## src/rtl/render_frame_ctrl.sv

```systemverilog
// Frame-synchronous configuration controller: buffers scene/camera requests and
// commits them only at the start of vertical blank, with optional auto-rotation.
module render_frame_ctrl #(
    parameter int H_DISPLAY = 640,
    parameter int V_DISPLAY = 480
) (
    input  logic        clk,
    input  logic        rst_n,
    input  logic [10:0] h_count,
    input  logic [9:0]  v_count,
    input  logic        cfg_valid,
    output logic        cfg_ready,
    input  logic [1:0]  cfg_scene,
    input  logic [15:0] cfg_angle,
    input  logic [7:0]  cfg_step,
    input  logic        auto_rotate,
    output logic [1:0]  scene_select,
    output logic [15:0] cam_angle,
    output logic        frame_start,
    output logic        cfg_applied,
    output logic [15:0] frame_count
);

    localparam logic [10:0] H_DISP_W = 11'(H_DISPLAY);
    localparam logic [9:0]  V_DISP_W = 10'(V_DISPLAY);

    typedef enum logic [0:0] {
        ST_IDLE    = 1'b0,
        ST_PENDING = 1'b1
    } state_t;

    state_t      state_q, state_d;

    logic        cond_q, cond_d;
    logic        frame_edge;
    logic        cfg_accept;
    logic        apply_now;

    logic [1:0]  shadow_scene_q, shadow_scene_d;
    logic [15:0] shadow_angle_q, shadow_angle_d;
    logic [7:0]  shadow_step_q,  shadow_step_d;

    logic [1:0]  scene_q, scene_d;
    logic [15:0] angle_q, angle_d;
    logic [7:0]  step_q,  step_d;
    logic [15:0] frame_count_q, frame_count_d;
    logic        frame_start_q, frame_start_d;
    logic        cfg_applied_q, cfg_applied_d;

    // Frame edge is the first clk of h_count==0 on the first blanking line; the
    // counters may hold for several clk, so only the rising condition counts.
    // The active-width term is always true at h_count==0 for any sane H_DISPLAY.
    always_comb begin
        cond_d     = (v_count == V_DISP_W) && (h_count == 11'd0) && (h_count < H_DISP_W);
        frame_edge = cond_d && !cond_q;
    end

    // ---------------- FSM: state register ----------------
    always_ff @(posedge clk or negedge rst_n) begin
        if (!rst_n) begin
            state_q <= ST_IDLE;
        end else begin
            state_q <= state_d;
        end
    end

    // ---------------- FSM: next-state logic ----------------
    always_comb begin
        state_d = state_q;
        case (state_q)
            ST_IDLE: begin
                if (cfg_accept) begin
                    state_d = ST_PENDING;
                end
            end
            ST_PENDING: begin
                if (frame_edge) begin
                    state_d = ST_IDLE;
                end
            end
            default: state_d = ST_IDLE;
        endcase
    end

    // ---------------- FSM: outputs ----------------
    // A handshake landing on an edge finds the FSM still in IDLE, so it is held
    // over to the following edge rather than applied immediately.
    always_comb begin
        cfg_ready  = (state_q == ST_IDLE);
        cfg_accept = cfg_valid && (state_q == ST_IDLE);
        apply_now  = frame_edge && (state_q == ST_PENDING);
    end

    // ---------------- Datapath next-state ----------------
    always_comb begin
        shadow_scene_d = shadow_scene_q;
        shadow_angle_d = shadow_angle_q;
        shadow_step_d  = shadow_step_q;
        scene_d        = scene_q;
        angle_d        = angle_q;
        step_d         = step_q;
        frame_count_d  = frame_count_q;
        frame_start_d  = 1'b0;
        cfg_applied_d  = 1'b0;

        if (cfg_accept) begin
            shadow_scene_d = cfg_scene;
            shadow_angle_d = cfg_angle;
            shadow_step_d  = cfg_step;
        end

        if (frame_edge) begin
            frame_start_d = 1'b1;
            frame_count_d = frame_count_q + 16'd1;
            if (apply_now) begin
                // Applied angle is taken verbatim; rotation resumes next frame.
                scene_d       = shadow_scene_q;
                angle_d       = shadow_angle_q;
                step_d        = shadow_step_q;
                cfg_applied_d = 1'b1;
            end else if (auto_rotate) begin
                angle_d = angle_q + {{8{step_q[7]}}, step_q};
            end
        end
    end

    // ---------------- Datapath registers ----------------
    always_ff @(posedge clk or negedge rst_n) begin
        if (!rst_n) begin
            cond_q         <= 1'b0;
            shadow_scene_q <= 2'd0;
            shadow_angle_q <= 16'd0;
            shadow_step_q  <= 8'd0;
            scene_q        <= 2'd0;
            angle_q        <= 16'd0;
            step_q         <= 8'd0;
            frame_count_q  <= 16'd0;
            frame_start_q  <= 1'b0;
            cfg_applied_q  <= 1'b0;
        end else begin
            cond_q         <= cond_d;
            shadow_scene_q <= shadow_scene_d;
            shadow_angle_q <= shadow_angle_d;
            shadow_step_q  <= shadow_step_d;
            scene_q        <= scene_d;
            angle_q        <= angle_d;
            step_q         <= step_d;
            frame_count_q  <= frame_count_d;
            frame_start_q  <= frame_start_d;
            cfg_applied_q  <= cfg_applied_d;
        end
    end

    assign scene_select = scene_q;
    assign cam_angle    = angle_q;
    assign frame_start  = frame_start_q;
    assign cfg_applied  = cfg_applied_q;
    assign frame_count  = frame_count_q;

endmodule

```

## config.mk

```make
export PLATFORM = sky130hd
export DESIGN_NAME = render_frame_ctrl
export DESIGN_NICKNAME = d
export VERILOG_FILES = /design/src/rtl/render_frame_ctrl.sv
export SDC_FILE = /design/constraint.sdc
export NUM_CORES = 1
export LEC_CHECK = 0
export ABC_AREA = 1
export BUFFER_PORTS_ARGS = -buffer_cell sky130_fd_sc_hd__buf_2
export CORE_ASPECT_RATIO = 0.7
export CORE_MARGIN = 2
export CORE_UTILIZATION = 50
export CTS_CLUSTER_DIAMETER = 30
export DETAILED_ROUTE_END_ITERATION = 6
export PLACE_DENSITY = 0.74
export SKIP_CTS_REPAIR_TIMING = 1
export SYNTH_ARGS = -nofsm -noshare
export SYNTH_HDL_FRONTEND = slang
export SYNTH_SLANG_ARGS = --single-unit
export TNS_END_PERCENT = 20
```

## constraint.sdc

```tcl
create_clock -name clk -period 2.2 [get_ports clk]
set_input_delay 0 -clock clk [delete_from_list [all_inputs] [get_ports clk]]
set_output_delay 0 -clock clk [all_outputs]
set_load 0.05 [all_outputs]
```

# Yosys cells after proc, flatten, opt, wreduce, memory -nomap -nowiden
# Cells that the tools add are included.
# totals
ff_bits	72
in_bits	51
out_inout_bits	37
word_cells	34
# classes
add_sub_neg	2
n_lt_le_gt_ge	1
n_eq_ne	1
mux	8
bitwise	1
reduce_logical	10
# op_table
cell	count
16-bit two-way mux	2
16-bit by 1-bit adder with 16-bit output (second input constant)	1
16-bit adder	1
11-bit logical NOT	1
11-bit by 10-bit < comparator with 1-bit output (second input constant)	1
10-bit by 9-bit equality test with 1-bit output (second input constant)	1
1-bit logical AND	5
1-bit two-way mux	5
2-bit AND reduction	2
1-bit one-hot mux with 2 select lines	1
2-bit nonzero test	1
1-bit logical NOT	1
1-bit NOT	1

# Depth between registers and ports, before layout
# Gate-level depths: netlist (run 1).
# depth
ltp_word	7
mapped_depth	12
ltp_nobuf	12

# Worst setup path after synthesis (run 1)
# Ideal clock, no wire load.
# synth_path
kind	register to register
start	register angle_q[0] (netlist: cam_angle[0])
end	register angle_q[12] (netlist: cam_angle[12])
setup_ns	0.118
arrival_ns	1.932
t_required_ns	2.082
setup_slack_ns	0.151
stages_incl_launch_ff	12
n_path_buf	0
period_less_slack_ns	2.049
path_cell_list	dfrtp_1 -> ha_1 -> fa_1 -> nand2_1 -> nand2_1 -> and2_1 -> nand3_1 -> nand3_1 -> nand2_1 -> nand3_1 -> nand2_1 -> nand2_1
# synth_between
elab_chain_len	3
# synth_lines
element	line	text
from (decl)	44	logic [15:0] angle_q, angle_d;
from (signal assigned)	146	angle_q <= angle_d;
16-bit adder	122	angle_d = angle_q + {{8{step_q[7]}}, step_q};
16-bit two-way mux	121	end else if (auto_rotate) begin
16-bit two-way mux	115	if (apply_now) begin
# Every way passes these cells. The select of a mux whose other input is x is not followed.
# A chain may end at the register's enable or synchronous reset.

# Final worst setup path (run 1)
# Ends and elaborated chain as after synthesis.

==> results of run 1 <==
## synth_stat cells, drive strengths merged, types with 6 or more instances
cell / number / area share
nand2: 205 / 0.18
inv: 77 / 0.065
dfrtp: 72 / 0.40
nor2: 62 / 0.068
nand3: 46 / 0.065
a21oi: 20 / 0.022
ha: 16 / 0.045
xnor2: 16 / 0.031
mux2: 13 / 0.033
nand4: 12 / 0.020
buf: 9 / 0.014
nor3: 6 / 0.012
o21ai: 6 / 0.0067
xor2: 6 / 0.012
## layer usage
layer  vias to the layer above  routed length, microns  global-route usage
met2                       132                    5320               0.374
met4                         0                      59              0.0567
met1                      1925                    5360               0.342
li1                       2078                       -                   -
met5                         -                       0                   0
met3                         7                     704              0.0606
## final cells by class
cell class | instances | area, sq um
well taps | 120 | 150
repair buffers | 121 | 776
clock buffers | 10 | 239
clock inverters | 6 | 90.1
flip-flops and latches | 72 | 1800
fillers | 728 | 2920
inverters | 79 | 299
multi-input cells | 420 | 2300
## metrics by stage
stage                     area [sq um]  std cells  setup WS, ps
after floorplan                   4470        581           151
after global placement            5040        783           297
after detailed placement          5040        783           261
after CTS                         5370        799           245
after global routing              5660        828          46.7
final                             5660        828           233
## state kept, by name, indices dropped and copies added (netlist names)
name	flops
cam_angle	16
cond_q	1
shadow_angle_q	16
shadow_scene_q	2
shadow_step_q	8
step_q	8
state_q	1
scene_select	2
frame_count	16
cfg_applied	1
frame_start	1
## power by group through the flow
stage               Combinational [W]  Sequential [W]  Clock (W)
floorplan                   0.0000220         0.00135          0
global placement             0.000104         0.00135          0
detailed placement           0.000107         0.00135          0
CTS                          0.000107         0.00132    0.00164
global route                 0.000163         0.00132    0.00170
finish                       0.000146         0.00132    0.00161
## worst max-delay path, stage by stage (launching register included)
cell	delay (ps)
dfrtp_1	390
ha_1	260
fa_1	440
nand2_1	90
nand2_1	60
and2_1	180
nand3_1	130
nand3_1	80
nand2_1	60
nand3_1	60
nand2_1	70
nand2_1	40
## kinds of logic (layout without fill, tap and decap cells)
| group | count (synthesis) | after routing | share of synthesized area |
|---|---|---|---|
| simple gates | 337 | 337 | 0.351 |
| buf+inv | 89 | 216 | 0.0820 |
| compound gates | 31 | 31 | 0.0389 |
| xor+xnor | 22 | 22 | 0.0431 |
| mux | 13 | 13 | 0.0327 |
| fa+ha+maj | 17 | 17 | 0.0492 |
| flops | 72 | 72 | 0.403 |
## worst max-delay path by stage
stage,from,end,slack (ps),cells after the start
floorplan,cam_angle[0],cam_angle[12],150,11
detailed placement,cam_angle[0],cam_angle[12],260,11
global route,cam_angle[0],cam_angle[14],50,12
global placement,cam_angle[0],cam_angle[4],300,9
finish,cam_angle[0],cam_angle[12],230,11
CTS,cam_angle[0],cam_angle[12],250,11
==> impl_metrics.csv, run 1 <==
group,metric,value,unit
routing,viasPerCell,5.00,
grt,grt_pass1_vias,3916,
layout,nets,771,
pwr,p_leak,3.26,nW
logic_synthesis,synth_flop_cell,"dfrtp_1",
floorplan,boundaryPins,88,
logic_synthesis,ys_async_sr_fraction,1.00,
sta,setup_viol,0,
sta,finalSetupTns,0,ps
sta,hold_viol,0,
run_status,status,"complete, no violations",
placement,port_buffers,87,
clock_tree,insertion_delay,340,ps
layout,layout_commonest_cell,"nand2_1",
routing,firstDrtPassIters,5,
logic_synthesis,syn_area_per_cell,7.70,sq um
pwr,power.internal,0.00243,W
grt,grt_pass1_wl,18.6,mm
critical_path,r2r_setup_slack,230,ps
sta,report.final.slew_viol_count,0,
sta,fmax,508,MHz
clock_tree,cts_buffer_depth,2,
routing,drt_iter0_drc,276,
logic_synthesis,syn_nets,649,
min_path,worstHoldPathType,"input port to flop",
pwr,power_frac_comb,0.047,
sta,fin_crit_sh,0.894,
sta,min_period,1970,ps
clock_tree,cts_tree,"yes",
pwr,p_per_area,544,nW/um^2
grt,grt_max_degree,39,
grt,antenna_found_initial,0,
critical_path,ff2ff_path_depth,11,
critical_path,rr_startpoint,"cam_angle[0]",
pwr,ir_drop,0.465,mV
layout,antenna_cells,0,
logic_synthesis,yosysUniqueCellTypes,33,
clock_tree,clk_pin_slew,60,ps
logic_synthesis,synth_edf_count,0,
pwr,swShare,0.211,
clock_tree,cts_max_level,3,
pwr,p_sw,0.000648,W
critical_path,rr_endpoint,"cam_angle[12]",
logic_synthesis,syn_inst,581,
floorplan,core_area,8580,sq um
critical_path,worstSetupEndpointType,"flop",
critical_path,worstSetupPathType,"flop to flop",
min_path,hold_start,"v_count[0]",
grt,grt.overflow.total,0,
pwr,report.power.total,0.00308,W
clock_tree,cts_buffers,9,
sta,rsz0062_at_grt,"false",
critical_path,arrival,2200,ps
logic_synthesis,ys_seq_area_frac,0.403,
placement,hpwlAfterDp,8.44,mm
logic_synthesis,syn_area,4470,sq um
layout,syn_to_final_growth,26.5,%
placement,gp_congestion,0.947,
routing,antenna_left,0,
sta,worst_pin_slew,810,ps
floorplan,die_width,117,microns
critical_path,cp-start-kind,"flop",
pwr,clkPwrFrac,0.522,
layout,fin_util,0.659,
pwr,seqPwrFrac,0.430,
critical_path,required,2430,ps
grt,grt_util_all_layers,0.242,
routing,routed_wl,11.4,mm
clock_tree,cts_root_buffer,"clkbuf_16",
clock_tree,numClockSinks,72,
logic_synthesis,yosys_warnings,0,
sta,relSlewSlack,0.460,
min_path,hold_end,"frame_start",
routing,avgRoutedWirePerCell,13.8,microns
floorplan,num_rows,28,
routing,vias,4142,
critical_path,path_max_fanout,3,
run,drv_cap,0,
min_path,hold_depth,4,
floorplan,fp.dieArea,9730,sq um
sta,clock_skew,5.24,ps
layout,layout_common_cells,"nand2_1 (198), buf_2 (87), inv_1 (73)",
layout,drive_above_1_share,0.223,
routing,drc,0,
floorplan,die_h,83.1,microns
sta,fin_hold_ws,20.5,ps
logic_synthesis,ys_seq_elements,72,
floorplan,initial_utilization,0.521,
(Power assumes the default switching activity.)
==> run 2, diff against run 1 <==
--- a/config.mk
+++ b/config.mk
@@ -7,12 +7,12 @@
 export LEC_CHECK = 0
 export ABC_AREA = 1
 export BUFFER_PORTS_ARGS = -buffer_cell sky130_fd_sc_hd__buf_2
-export CORE_ASPECT_RATIO = 0.7
 export CORE_MARGIN = 2
 export CORE_UTILIZATION = 50
 export CTS_CLUSTER_DIAMETER = 30
 export DETAILED_ROUTE_END_ITERATION = 6
 export PLACE_DENSITY = 0.74
+export REMOVE_ABC_BUFFERS = 1
 export SKIP_CTS_REPAIR_TIMING = 1
 export SYNTH_ARGS = -nofsm -noshare
 export SYNTH_HDL_FRONTEND = slang
==> run 2 against run 1 <==
Against the previous run:
- sequential share of layout area rose by 0.79 points
- maximum frequency up 0.16%
- cell area shrank 2.4%
- sequential power is essentially flat
- wire length shrank 6.9%
- cell count down 1.3%
- register-to-register slack better by 20 ps
- utilization is 2.3 points lower
- non-clock buffer count is 1 higher
- clock-buffer cell count unchanged
==> impl_metrics.csv, run 2 (synthesized netlist as in run 1, its figures left out) <==
group,metric,value,unit
critical_path,required,2440,ps
routing,drc,0,
sta,fmax,509,MHz
critical_path,cp-start-kind,"input port",
routing,antenna_left,0,
run_status,status,"complete, no violations",
pwr,ir_drop,0.374,mV
routing,vias,4043,
sta,setup_viol,0,
layout,fin_area,5520,sq um
placement,pre_cts_slack,265,ps
pwr,power.internal,0.00184,W
critical_path,ff2ff_path_depth,11,
floorplan,boundaryPins,88,
grt,antenna_found_initial,0,
clock_tree,cts_max_level,3,
layout,layout_common_cells,"nand2_1 (198), buf_2 (87), inv_1 (73)",
pwr,p_sw,0.000594,W
critical_path,rr_endpoint,"cam_angle[12]",
floorplan,die_h,98.6,microns
pwr,report.power.total,0.00244,W
placement,port_buffers,87,
routing,avgRoutedWirePerCell,13.0,microns
clock_tree,cts_tree,"yes",
clock_tree,clk_pin_slew,80,ps
clock_tree,numClockSinks,72,
pwr,power_frac_comb,0.060,
sta,hold_viol,0,
clock_tree,cts_buffer_depth,2,
placement,hpwlAfterDp,7.64,mm
sta,rsz0062_at_grt,"false",
critical_path,r2r_setup_slack,250,ps
routing,firstDrtPassIters,4,
grt,grt_util_all_layers,0.224,
layout,nets,772,
layout,drive_above_1_share,0.220,
min_path,hold_end,"cond_q",
grt,grt_max_degree,73,
pwr,swShare,0.244,
sta,report.final.slew_viol_count,0,
floorplan,initial_utilization,0.515,
clock_tree,cts_buffers,9,
critical_path,worstSetupPathType,"input port to flop",
floorplan,core_area,8680,sq um
min_path,hold_start,"v_count[9]",
critical_path,arrival,2200,ps
floorplan,die_width,98.6,microns
sta,relSlewSlack,0.713,
floorplan,num_rows,34,
critical_path,worstSetupEndpointType,"flop",
pwr,clkPwrFrac,0.397,
min_path,worstHoldPathType,"input port to flop",
critical_path,path_max_fanout,8,
critical_path,rr_startpoint,"cam_angle[0]",
grt,grt_pass1_wl,17.7,mm
min_path,hold_depth,6,
run,drv_cap,0,
sta,min_period,1960,ps
sta,fin_ws,236,ps
grt,grt_pass1_vias,3890,
layout,layout_commonest_cell,"nand2_1",
pwr,p_per_area,441,nW/um^2
routing,routed_wl,10.7,mm
layout,syn_to_final_growth,23.5,%
sta,clock_skew,10.5,ps
routing,drt_iter0_drc,166,
pwr,seqPwrFrac,0.543,
floorplan,fp.dieArea,9720,sq um
placement,place_inst,769,
placement,gp_congestion,0.917,
sta,fin_crit_sh,0.893,
clock_tree,insertion_delay,350,ps
sta,worst_pin_slew,430,ps
clock_tree,cts_root_buffer,"clkbuf_8",
layout,fin_util,0.637,
grt,grt.overflow.total,0,
routing,viasPerCell,4.95,
placement,place_area,5020,sq um
layout,antenna_cells,0,
layout,stdcell_count,817,
pwr,p_leak,3.20,nW
## run 2: changes by cell type in the layout (fill, tap and decap cells not counted), sizes merged
cell	change
inv	-1
dlygate4sd3	+3
clkinvlp	+1
bufinv	-2
clkinv	+2
buf	-2
## run 2: critical path, cell delays in order
cell and delay, ps:
dlygate4sd3_1 550, buf_2 140, nor2_2 150, nand3_4 100, dlygate4sd3_1 600, nor3_4 380, nand2_1 130, xnor2_1 150
## run 2: power by group through the flow
stage / clock network, W / registers (W) / logic [W]
detailed placement: 0 / 0.00135 / 0.000106
global route: 0.00106 / 0.00132 / 0.000165
CTS: 0.00100 / 0.00132 / 0.000106
finish: 0.000969 / 0.00132 / 0.000146
floorplan: 0 / 0.00135 / 0.0000220
global placement: 0 / 0.00135 / 0.000104
## run 2: layout make-up
type | count | area, sq um
inverters | 79 | 299
fillers | 750 | 3150
repair buffers | 122 | 803
clock buffers | 10 | 138
flip-flops and latches | 72 | 1800
well taps | 108 | 135
clock inverters | 6 | 42.5
multi-input cells | 420 | 2300
## run 2: worst max path at each step
stage / endpoint / from / slack [ps] / cells past startpoint
final: frame_count[6] / v_count[0] / 240 / 8
after global routing: cam_angle[12] / cam_angle[0] / 90 / 11
after CTS: cam_angle[12] / cam_angle[0] / 250 / 11
after detailed placement: cam_angle[12] / cam_angle[0] / 260 / 11
after global placement: cam_angle[12] / cam_angle[0] / 310 / 11
after floorplan: shadow_angle_q[11] / state_q / -150 / 3
## run 2: routing by layer
metal | up-vias | track usage | routed length (microns)
li1 | 2077 | - | -
met3 | 5 | 0.0383 | 513
met1 | 1882 | 0.299 | 4860
met2 | 79 | 0.379 | 5220
met5 | - | 0 | 0
met4 | 0 | 0.0653 | 66
## run 2: through the flow
stage | hold WS, ps | TNS [ps]
finish | 79.6 | 0
floorplan | -296 | -1910
global placement | 58.5 | 0
CTS | -326 | 0
detailed placement | 57.3 | 0
global route | 88.2 | 0
==> run 3, diff against run 2 <==
--- a/config.mk
+++ b/config.mk
@@ -7,11 +7,13 @@
 export LEC_CHECK = 0
 export ABC_AREA = 1
 export BUFFER_PORTS_ARGS = -buffer_cell sky130_fd_sc_hd__buf_2
+export CAP_MARGIN = 20
 export CORE_MARGIN = 2
-export CORE_UTILIZATION = 50
+export CORE_UTILIZATION = 40
+export CTS_BUF_LIST = sky130_fd_sc_hd__clkbuf_8
 export CTS_CLUSTER_DIAMETER = 30
 export DETAILED_ROUTE_END_ITERATION = 6
-export PLACE_DENSITY = 0.74
+export PLACE_DENSITY = 0.62
 export REMOVE_ABC_BUFFERS = 1
 export SKIP_CTS_REPAIR_TIMING = 1
 export SYNTH_ARGS = -nofsm -noshare
==> run 3 against run 2 <==
Against the previous run:
- wire length is 2.2% higher
- total power grew 15%
- sequential cell count unchanged
- global-route usage is 2.9 points lower
- hold slack worse by 20 ps
- combinational power barely moved
- critical path depth is 3 higher
==> impl_metrics.csv, run 3 (synthesized netlist as in run 1, its figures left out) <==
group,metric,value,unit
run_status,status,"complete, no violations",
grt,antenna_found_initial,0,
critical_path,path_max_fanout,3,
sta,clock_skew,12.1,ps
routing,vias,4045,
sta,rsz0062_at_grt,"false",
sta,fin_ws,236,ps
grt,grt_util_all_layers,0.195,
clock_tree,insertion_delay,360,ps
clock_tree,numClockSinks,72,
grt,grt_pass1_vias,3936,
sta,worst_pin_slew,534,ps
critical_path,cp-start-kind,"flop",
layout,antenna_cells,0,
sta,fin_crit_sh,0.893,
sta,report.final.slew_viol_count,0,
clock_tree,cts_buffers,9,
pwr,ir_drop,0.437,mV
layout,seqCellArea,1800,sq um
clock_tree,cts_max_level,3,
routing,drt_iter0_drc,201,
sta,fmax,509,MHz
floorplan,core_area,10900,sq um
routing,antenna_left,0,
layout,nets,773,
floorplan,die_width,110,microns
pwr,p_leak,3.23,nW
critical_path,worstSetupPathType,"flop to flop",
layout,multiInputGateArea,2300,sq um
layout,layout_common_cells,"nand2_1 (198), buf_2 (87), inv_1 (73)",
critical_path,required,2460,ps
sta,setup_viol,0,
placement,place_area,5060,sq um
floorplan,num_rows,38,
grt,grt.overflow.total,0,
clock_tree,cts_root_buffer,"clkbuf_8",
routing,avgRoutedWirePerCell,12.8,microns
min_path,worstHoldPathType,"input port to flop",
placement,hpwlAfterDp,8.00,mm
routing,routed_wl,10.9,mm
layout,layout_commonest_cell,"nand2_1",
layout,stdcell_count,850,
floorplan,fp.dieArea,12000,sq um
placement,place_inst,802,
placement,gp_congestion,0.884,
layout,syn_to_final_growth,25.9,%
run,drv_cap,0,
routing,firstDrtPassIters,5,
placement,port_buffers,87,
layout,fin_area,5630,sq um
grt,grt_max_degree,41,
grt,grt_pass1_wl,18.3,mm
sta,fin_hold_ws,59.7,ps
clock_tree,cts_tree,"yes",
floorplan,die_h,110,microns
floorplan,boundaryPins,88,
sta,relSlewSlack,0.644,
floorplan,initial_utilization,0.411,
routing,viasPerCell,4.76,
critical_path,arrival,2230,ps
sta,min_period,1960,ps
pwr,p_per_area,497,nW/um^2
layout,n_fill_cell,1050,
routing,drc,0,
layout,drive_above_1_share,0.221,
sta,hold_viol,0,
placement,pre_cts_slack,259,ps
clock_tree,cts_buffer_depth,2,
critical_path,worstSetupEndpointType,"flop",
clock_tree,clk_pin_slew,90,ps
==> run 3: report_power, final <==
| part | switching (W) | internal, W | leakage, nW |
|---|---|---|---|
| sequential | 0.0000000712 | 0.00132 | 0.928 |
| clock | 0.000542 | 0.000790 | 0.123 |
| combinational | 0.0000677 | 0.0000775 | 2.18 |
==> run 3: area by class of cell <==
cell class                 instances  area share
sequential                        72       0.320
tap                              140      0.0311
inverter                          79      0.0531
multi-input combinational        420       0.409
clock buffer                      10      0.0244
clock inverter                     6      0.0204
timing repair buffer             123       0.142
==> run 3: routing by layer <==
layer | routed length [microns] | track usage | vias up | share of wire
li1 | - | - | 2083 | -
met1 | 5060 | 0.253 | 1847 | 0.47
met2 | 5100 | 0.317 | 91 | 0.47
met3 | 477 | 0.0403 | 24 | 0.044
met4 | 244 | 0.0832 | 0 | 0.022
met5 | 0 | 0 | - | 0
==> run 3: critical path: stages (launching register included) <==
cell and delay [ps]:
dfrtp_1 410, ha_1 250, fa_1 440, nand2_1 100
nand2_1 60, and2_1 180, nand3_1 110, nand3_1 80
nand2_1 60, nand3_1 60, nand2_1 80, nand2_1 40
==> run 3: final timing paths <==
path,from,to,slack [ps],cells after the start
setup / recovery,cam_angle[0],cam_angle[12],240,11
hold reg to reg,shadow_step_q[4],step_q[4],460,2
setup reg to reg,cam_angle[0],cam_angle[12],240,11
max in group asynchronous,rst_n,cam_angle[4],1280,3
hold / removal,v_count[9],cond_q,60,6
min in group asynchronous,rst_n,frame_count[9],140,2
==> run 3: through the flow <==
stage	power (W)	utilization	TNS [ps]
2_1_floorplan	0.00137	-	-1910
3_3_place_gp	0.00145	0.465	0
3_5_place_dp	0.00145	0.465	0
4_1_cts	0.00279	0.488	0
5_1_grt	0.00292	0.517	0
6_report	0.00280	0.517	0
